[src/rtl/calc_pkg.sv]
// Shared definitions for the sequential calculator: operation codes and FSM states.
package calc_pkg;

  localparam logic [1:0] OP_ADD = 2'b00;
  localparam logic [1:0] OP_SUB = 2'b01;
  localparam logic [1:0] OP_MUL = 2'b10;
  localparam logic [1:0] OP_DIV = 2'b11;

  typedef enum logic [1:0] {
    IDLE = 2'd0,
    DIV  = 2'd1,
    DONE = 2'd2
  } state_t;

endpackage

[src/rtl/seq_divider.sv]
// Restoring shift-subtract divider, one quotient bit per cycle over WIDTH cycles.
// quotient/remainder/done present the outcome of the step taken on the coming edge.
module seq_divider #(
  parameter int WIDTH = 8
) (
  input  logic             clk,
  input  logic             rst,
  input  logic             start,
  input  logic [WIDTH-1:0] dividend,
  input  logic [WIDTH-1:0] divisor,
  output logic [WIDTH-1:0] quotient,
  output logic [WIDTH-1:0] remainder,
  output logic             done
);

  localparam int CW = $clog2(WIDTH) + 1;
  localparam logic [CW-1:0] LAST = CW'(WIDTH - 1);

  logic             active;
  logic [CW-1:0]    count;
  logic [WIDTH-1:0] rem_q, quo_q, dvs_q;
  logic [WIDTH:0]   shifted, trial;
  logic [WIDTH-1:0] rem_next, quo_next;

  // The step depends only on registered partial remainder/quotient: one WIDTH+1-bit subtract.
  always_comb begin
    shifted = {rem_q, quo_q[WIDTH-1]};
    trial   = shifted - {1'b0, dvs_q};
    if (trial[WIDTH]) begin
      rem_next = shifted[WIDTH-1:0];
      quo_next = {quo_q[WIDTH-2:0], 1'b0};
    end else begin
      rem_next = trial[WIDTH-1:0];
      quo_next = {quo_q[WIDTH-2:0], 1'b1};
    end
  end

  assign quotient  = quo_next;
  assign remainder = rem_next;
  assign done      = active && (count == LAST);

  always_ff @(posedge clk) begin
    if (rst) begin
      active <= 1'b0;
      count  <= '0;
      rem_q  <= '0;
      quo_q  <= '0;
      dvs_q  <= '0;
    end else if (start) begin
      active <= 1'b1;
      count  <= '0;
      rem_q  <= '0;
      quo_q  <= dividend;
      dvs_q  <= divisor;
    end else if (active) begin
      rem_q <= rem_next;
      quo_q <= quo_next;
      count <= count + CW'(1);
      if (done) active <= 1'b0;
    end
  end

endmodule

[src/rtl/seq_calculator.sv]
// Handshaked unsigned add/sub/mul/div unit; divide is delegated to a multi-cycle divider.
// state | meaning: IDLE accepting ops | DIV divider iterating | DONE result held for consumer
module seq_calculator
  import calc_pkg::*;
#(
  parameter int WIDTH = 8
) (
  input  logic               clk,
  input  logic               rst,
  input  logic               in_valid,
  output logic               in_ready,
  input  logic [WIDTH-1:0]   A,
  input  logic [WIDTH-1:0]   B,
  input  logic [1:0]         op,
  output logic               out_valid,
  input  logic               out_ready,
  output logic [2*WIDTH-1:0] result,
  output logic               divide_by_zero,
  output logic               busy
);

  state_t state, state_next;

  logic               accept, div_start, div_done;
  logic [WIDTH-1:0]   quotient, remainder;
  logic [WIDTH:0]     sum, diff;
  logic [2*WIDTH-1:0] product, alu_result;

  assign in_ready  = (state == IDLE) && !rst;
  assign busy      = (state != IDLE);
  assign accept    = in_valid && in_ready;
  assign div_start = accept && (op == OP_DIV) && (B != '0);

  seq_divider #(.WIDTH(WIDTH)) u_div (
    .clk      (clk),
    .rst      (rst),
    .start    (div_start),
    .dividend (A),
    .divisor  (B),
    .quotient (quotient),
    .remainder(remainder),
    .done     (div_done)
  );

  assign sum     = {1'b0, A} + {1'b0, B};
  assign diff    = {1'b0, A} - {1'b0, B};
  assign product = {{WIDTH{1'b0}}, A} * {{WIDTH{1'b0}}, B};

  // Single-cycle results, captured straight from the operands at accept.
  always_comb begin
    alu_result = '0;
    case (op)
      OP_ADD:  alu_result = {{(WIDTH-1){1'b0}}, sum};
      OP_SUB:  alu_result = {{(WIDTH-1){diff[WIDTH]}}, diff};
      OP_MUL:  alu_result = product;
      default: alu_result = '0;
    endcase
  end

  always_ff @(posedge clk) begin
    if (rst) state <= IDLE;
    else     state <= state_next;
  end

  always_comb begin
    state_next = state;
    case (state)
      IDLE:    if (accept) state_next = div_start ? DIV : DONE;
      DIV:     if (div_done) state_next = DONE;
      DONE:    if (out_ready) state_next = IDLE;
      default: state_next = IDLE;
    endcase
  end

  always_ff @(posedge clk) begin
    if (rst) begin
      out_valid      <= 1'b0;
      result         <= '0;
      divide_by_zero <= 1'b0;
    end else if (accept && !div_start) begin
      out_valid      <= 1'b1;
      result         <= alu_result;
      divide_by_zero <= (op == OP_DIV);
    end else if ((state == DIV) && div_done) begin
      out_valid      <= 1'b1;
      result         <= {remainder, quotient};
      divide_by_zero <= 1'b0;
    end else if ((state == DONE) && out_ready) begin
      out_valid <= 1'b0;
    end
  end

endmodule

[config.mk]
export PLATFORM = sky130hd
export DESIGN_NAME = seq_calculator
export DESIGN_NICKNAME = d
export VERILOG_FILES = /design/src/rtl/calc_pkg.sv /design/src/rtl/seq_divider.sv /design/src/rtl/seq_calculator.sv
export SDC_FILE = /design/constraint.sdc
export NUM_CORES = 1
export LEC_CHECK = 0
export ABC_AREA = 1
export CAP_MARGIN = 20
export CORE_MARGIN = 2
export CORE_UTILIZATION = 62
export CTS_BUF_LIST = sky130_fd_sc_hd__clkbuf_2
export CTS_CLUSTER_SIZE = 8
export DETAILED_ROUTE_END_ITERATION = 12
export PLACE_DENSITY = 0.83
export SLEW_MARGIN = 20
export SYNTH_ARGS = -nofsm -noshare
export SYNTH_HDL_FRONTEND = slang
export SYNTH_SLANG_ARGS = --single-unit
[constraint.sdc]
create_clock -name clk -period 6.5 [get_ports clk]
set_clock_uncertainty 0.2 [all_clocks]
set_input_delay 1.3 -clock clk [delete_from_list [all_inputs] [get_ports clk]]
set_output_delay 1.3 -clock clk [all_outputs]
set_load 0.1 [all_outputs]
==> run summary <==
Outcome: finished clean
Met2 global-route usage: 0.5609
Core ar.: 0.009196 mm^2
CP Launch Type: input pin
Synth Warn #: 0
Slew margin rel.: 0.3437
Largest net degree at the start of global routing: 26
Synth cell types: 38
Leak Pwr: 3.554 nW
Tcrit/Tclk final: 0.8796
Critical path class: in -> reg
Pre-antenna DRT Iters: 5
Cts hold-fix bufs: 0
Setup crit end: result[15]$_SDFFE_PP0P_
Clock power frac: 0.096
First-pass GRT wire length: 27.57 mm
Placer Congestion: 0.9647
P_sw: 0.0006858 W
CTS Buffer Depth: 2
Unrepaired setup endpoints after global routing: false
RR Startpoint: u_div.quo_q[7]$_SDFFE_PP0P_
Top Usage Layer GRT: met2
Worst path bufs/invs: 3
Post-DP HPWL: 13.35 mm
Crit-path cells: clkdlybuf4s50_1 > ha_1 > fa_1 > fa_1 > fa_1 > inv_1 > fa_1 > inv_1 > ha_1 > nand2_1 > nor2_1 > nand3_1 > nand4_1 > nand3_1 > nand2_1 > nand2_1 > a21oi_1
Fraction of registers with async set/reset: 0
CTS Root Cell: clkbuf_2
Area of the die: 0.01027 mm^2
Reg2reg end: u_div.rem_q[5]$_SDFFE_PP0P_
Number of fill cells in the layout: 835
Layout area overhead: 8.328%
Crit-path most repeated cell: fa_1
Postcts setup bufs: 0
Crit path time final: 5.717 ns
Place WS: 0.3573 ns
Die Span X: 101.3 um
Total GRT Usage: 0.3418
I/O Buffers: 41
Antenna violations before repair: 0
CP max-delay cell: clkdlybuf4s50_1
Delay-heaviest family, CP: adder cells
#FFs+latches synth: 49
Sequential-to-total area share from yosys stat: 0.1670
GR met1 Demand/Resource: 0.4685
DRT antenna net count: 0
Max Cap Viol: 0
Crit path from: B[4]
Max rail drop VDD: 0.1701 mV
Starting Density: 0.6388
Final setup viols: 0
Worst Reg-to-Reg Cells: 14
EDFF count, synth: 0
Via-per-instance ratio: 5.628
Synthesized cell area: 0.005874 mm^2
Commonest non-fill, non-tap cell in the layout: nand2_1
IO Count: 42
Total gr overflow: 0
Worst hold margin: 0.2950 ns
Stages on the worst setup path: 17
Switching Fraction: 0.5168
Largest stage delay on the critical path: 0.72 ns
Number of global-route vias before repair: 5698
Placed instance area: 0.006321 mm^2
Internal power: 0.0006412 W
Die H: 101.3 um
FP Rows: 35
Post-CTS sizing: 0
Slew Limit Fails: 0
Worst-Margin Slew: 0.9814 ns
Setup TNS: 0 ns
CTS Sinks: 49
Crit path capture type: flip-flop
Combinational power share: 0.658
Final net count: 1045
Initial drt markers: 415
Most frequent cells in the layout: 242 x nand2_1, 192 x inv_1, 75 x nand3_1, 61 x ha_1, 55 x a21oi_1
ANT cells: 0
Syn_nets: 1022
Setup WS post-layout: 0.7827 ns
PwrDens: 208.5 mW/mm^2
Utilization after layout: 0.6920
DRC viols: 0
GRT met3 Usage: 0.03934
Post-DR wirelength/cell: 15.97 um
Req. time, crit path: 6.67 ns
Synthesized instance count: 900
CTS tree: built
R2R setup slack: 3.80 ns
Critical Path Fanout Max: 11
Via count: 5825
Fmax: 174.9 MHz
TritonCTS Buffers: 5
Clk_lat worst skew: 0.44 ns
Share of cells above drive strength 1: 0.04654
Sequential fraction of design power: 0.246
CTS H-tree lvls: 2
Total Wirelength: 16.53 mm
Syn_area_per_cell: 6.527 um^2
Final Hold Viols: 0
WP data arrival: 5.89 ns
Reg clk slew, reported paths: 0.26 ns
Post-route cell area: 0.006364 mm^2
Hold Crit Class: reg -> reg
Top_reg_cell synth: dfxtp_1
==> cells in the mapped netlist (2+ instances only) <==
library cell,number,share of area
o21bai_1,2,0.0026
inv_2,5,0.0032
o22ai_1,3,0.0032
nand2_2,4,0.0043
ha_1,61,0.13
nand2_4,3,0.0058
xor2_1,4,0.0060
o211ai_1,3,0.0038
nor2_2,3,0.0032
or2_2,5,0.0053
buf_6,3,0.0058
nand4_1,11,0.012
o21ai_1,13,0.011
fa_1,39,0.13
dfxtp_1,49,0.17
a21oi_1,55,0.047
a21boi_0,2,0.0026
buf_2,16,0.014
and2_1,3,0.0032
nor4_4,2,0.0072
nor3_1,2,0.0017
nand3_1,75,0.064
a31oi_1,9,0.0096
xnor2_1,2,0.0030
inv_1,192,0.12
nand3b_1,5,0.0064
o21ai_0,30,0.026
nand2_1,242,0.15
nor2_4,3,0.0058
nor2_1,33,0.021
clkbuf_1,14,0.0089
==> logic make-up (layout without fill, tap and decap cells) <==
group	count (synthesis)	in the layout	share of synthesized area
buf+inv	232	256	0.1559
simple gates	394	394	0.2973
flops	49	49	0.1670
xor+xnor	6	6	0.008946
fa+ha+maj	100	100	0.2628
compound gates	119	119	0.1080
==> worst min path at each step <==
stage	cells after the start	end	start
2_1_floorplan	2	u_div.dvs_q[4]$_SDFFE_PP0P_	u_div.dvs_q[4]$_SDFFE_PP0P_
4_1_cts	2	u_div.dvs_q[5]$_SDFFE_PP0P_	u_div.dvs_q[5]$_SDFFE_PP0P_
3_5_place_dp	2	u_div.dvs_q[5]$_SDFFE_PP0P_	u_div.dvs_q[5]$_SDFFE_PP0P_
3_3_place_gp	2	u_div.dvs_q[7]$_SDFFE_PP0P_	u_div.dvs_q[7]$_SDFFE_PP0P_
6_report	2	u_div.dvs_q[6]$_SDFFE_PP0P_	u_div.dvs_q[6]$_SDFFE_PP0P_
5_1_grt	2	u_div.dvs_q[5]$_SDFFE_PP0P_	u_div.dvs_q[5]$_SDFFE_PP0P_
==> registers in the layout, indices dropped and copies added, names as in the netlist <==
register        cells
divide_by_zero      1
out_valid           1
result             16
state               2
u_div.active        1
u_div.count         4
u_div.dvs_q         8
u_div.quo_q         8
u_div.rem_q         8
==> power groups by stage <==
stage	combinational (W)	clock [W]	sequential [W]
CTS	0.000865	0.000126	0.000326
finish	0.000873	0.000128	0.000326
floorplan	0.000607	0	0.000388
global placement	0.000845	0	0.000331
global route	0.000995	0.000138	0.000328
detailed placement	0.000860	0	0.000331
==> through the flow <==
step                      total power [W]  instances
after global routing             0.001461       1035
after global placement           0.001176       1027
after floorplan                 0.0009945        900
final                            0.001327       1035
after detailed placement         0.001191       1027
after CTS                        0.001317       1035
==> routing by layer <==
metal	up-vias	share of wire
met5	-	0
met4	0	0.038
met3	43	0.068
met2	214	0.46
met1	2732	0.43
li1	2836	-
==> worst register-to-register path: stages, from the launching register on <==
cell and delay (ns):
dfxtp_1 0.43, inv_1 0.05, ha_1 0.22, fa_1 0.47, inv_1 0.08, nand3_1 0.06
nand2_1 0.14, nand2_1 0.11, nand2_1 0.09, nand2_1 0.05, nand2_1 0.22, nand2_1 0.11
and2_0 0.17, o21ai_0 0.16, inv_1 0.05
==> area by class of cell <==
cell class	instances	area, um^2	share of cell area
Multi-Input combinational cell	619	3978	0.6250
Sequential cell	49	980.9	0.1541
Inverter	198	745.7	0.1172
Timing Repair Buffer	50	478.0	0.07511
Tap cell	111	138.9	0.02182
Clock buffer	5	25.02	0.003932
Clock inverter	3	17.52	0.002753
Note: power is estimated with default switching activity, not from simulation.
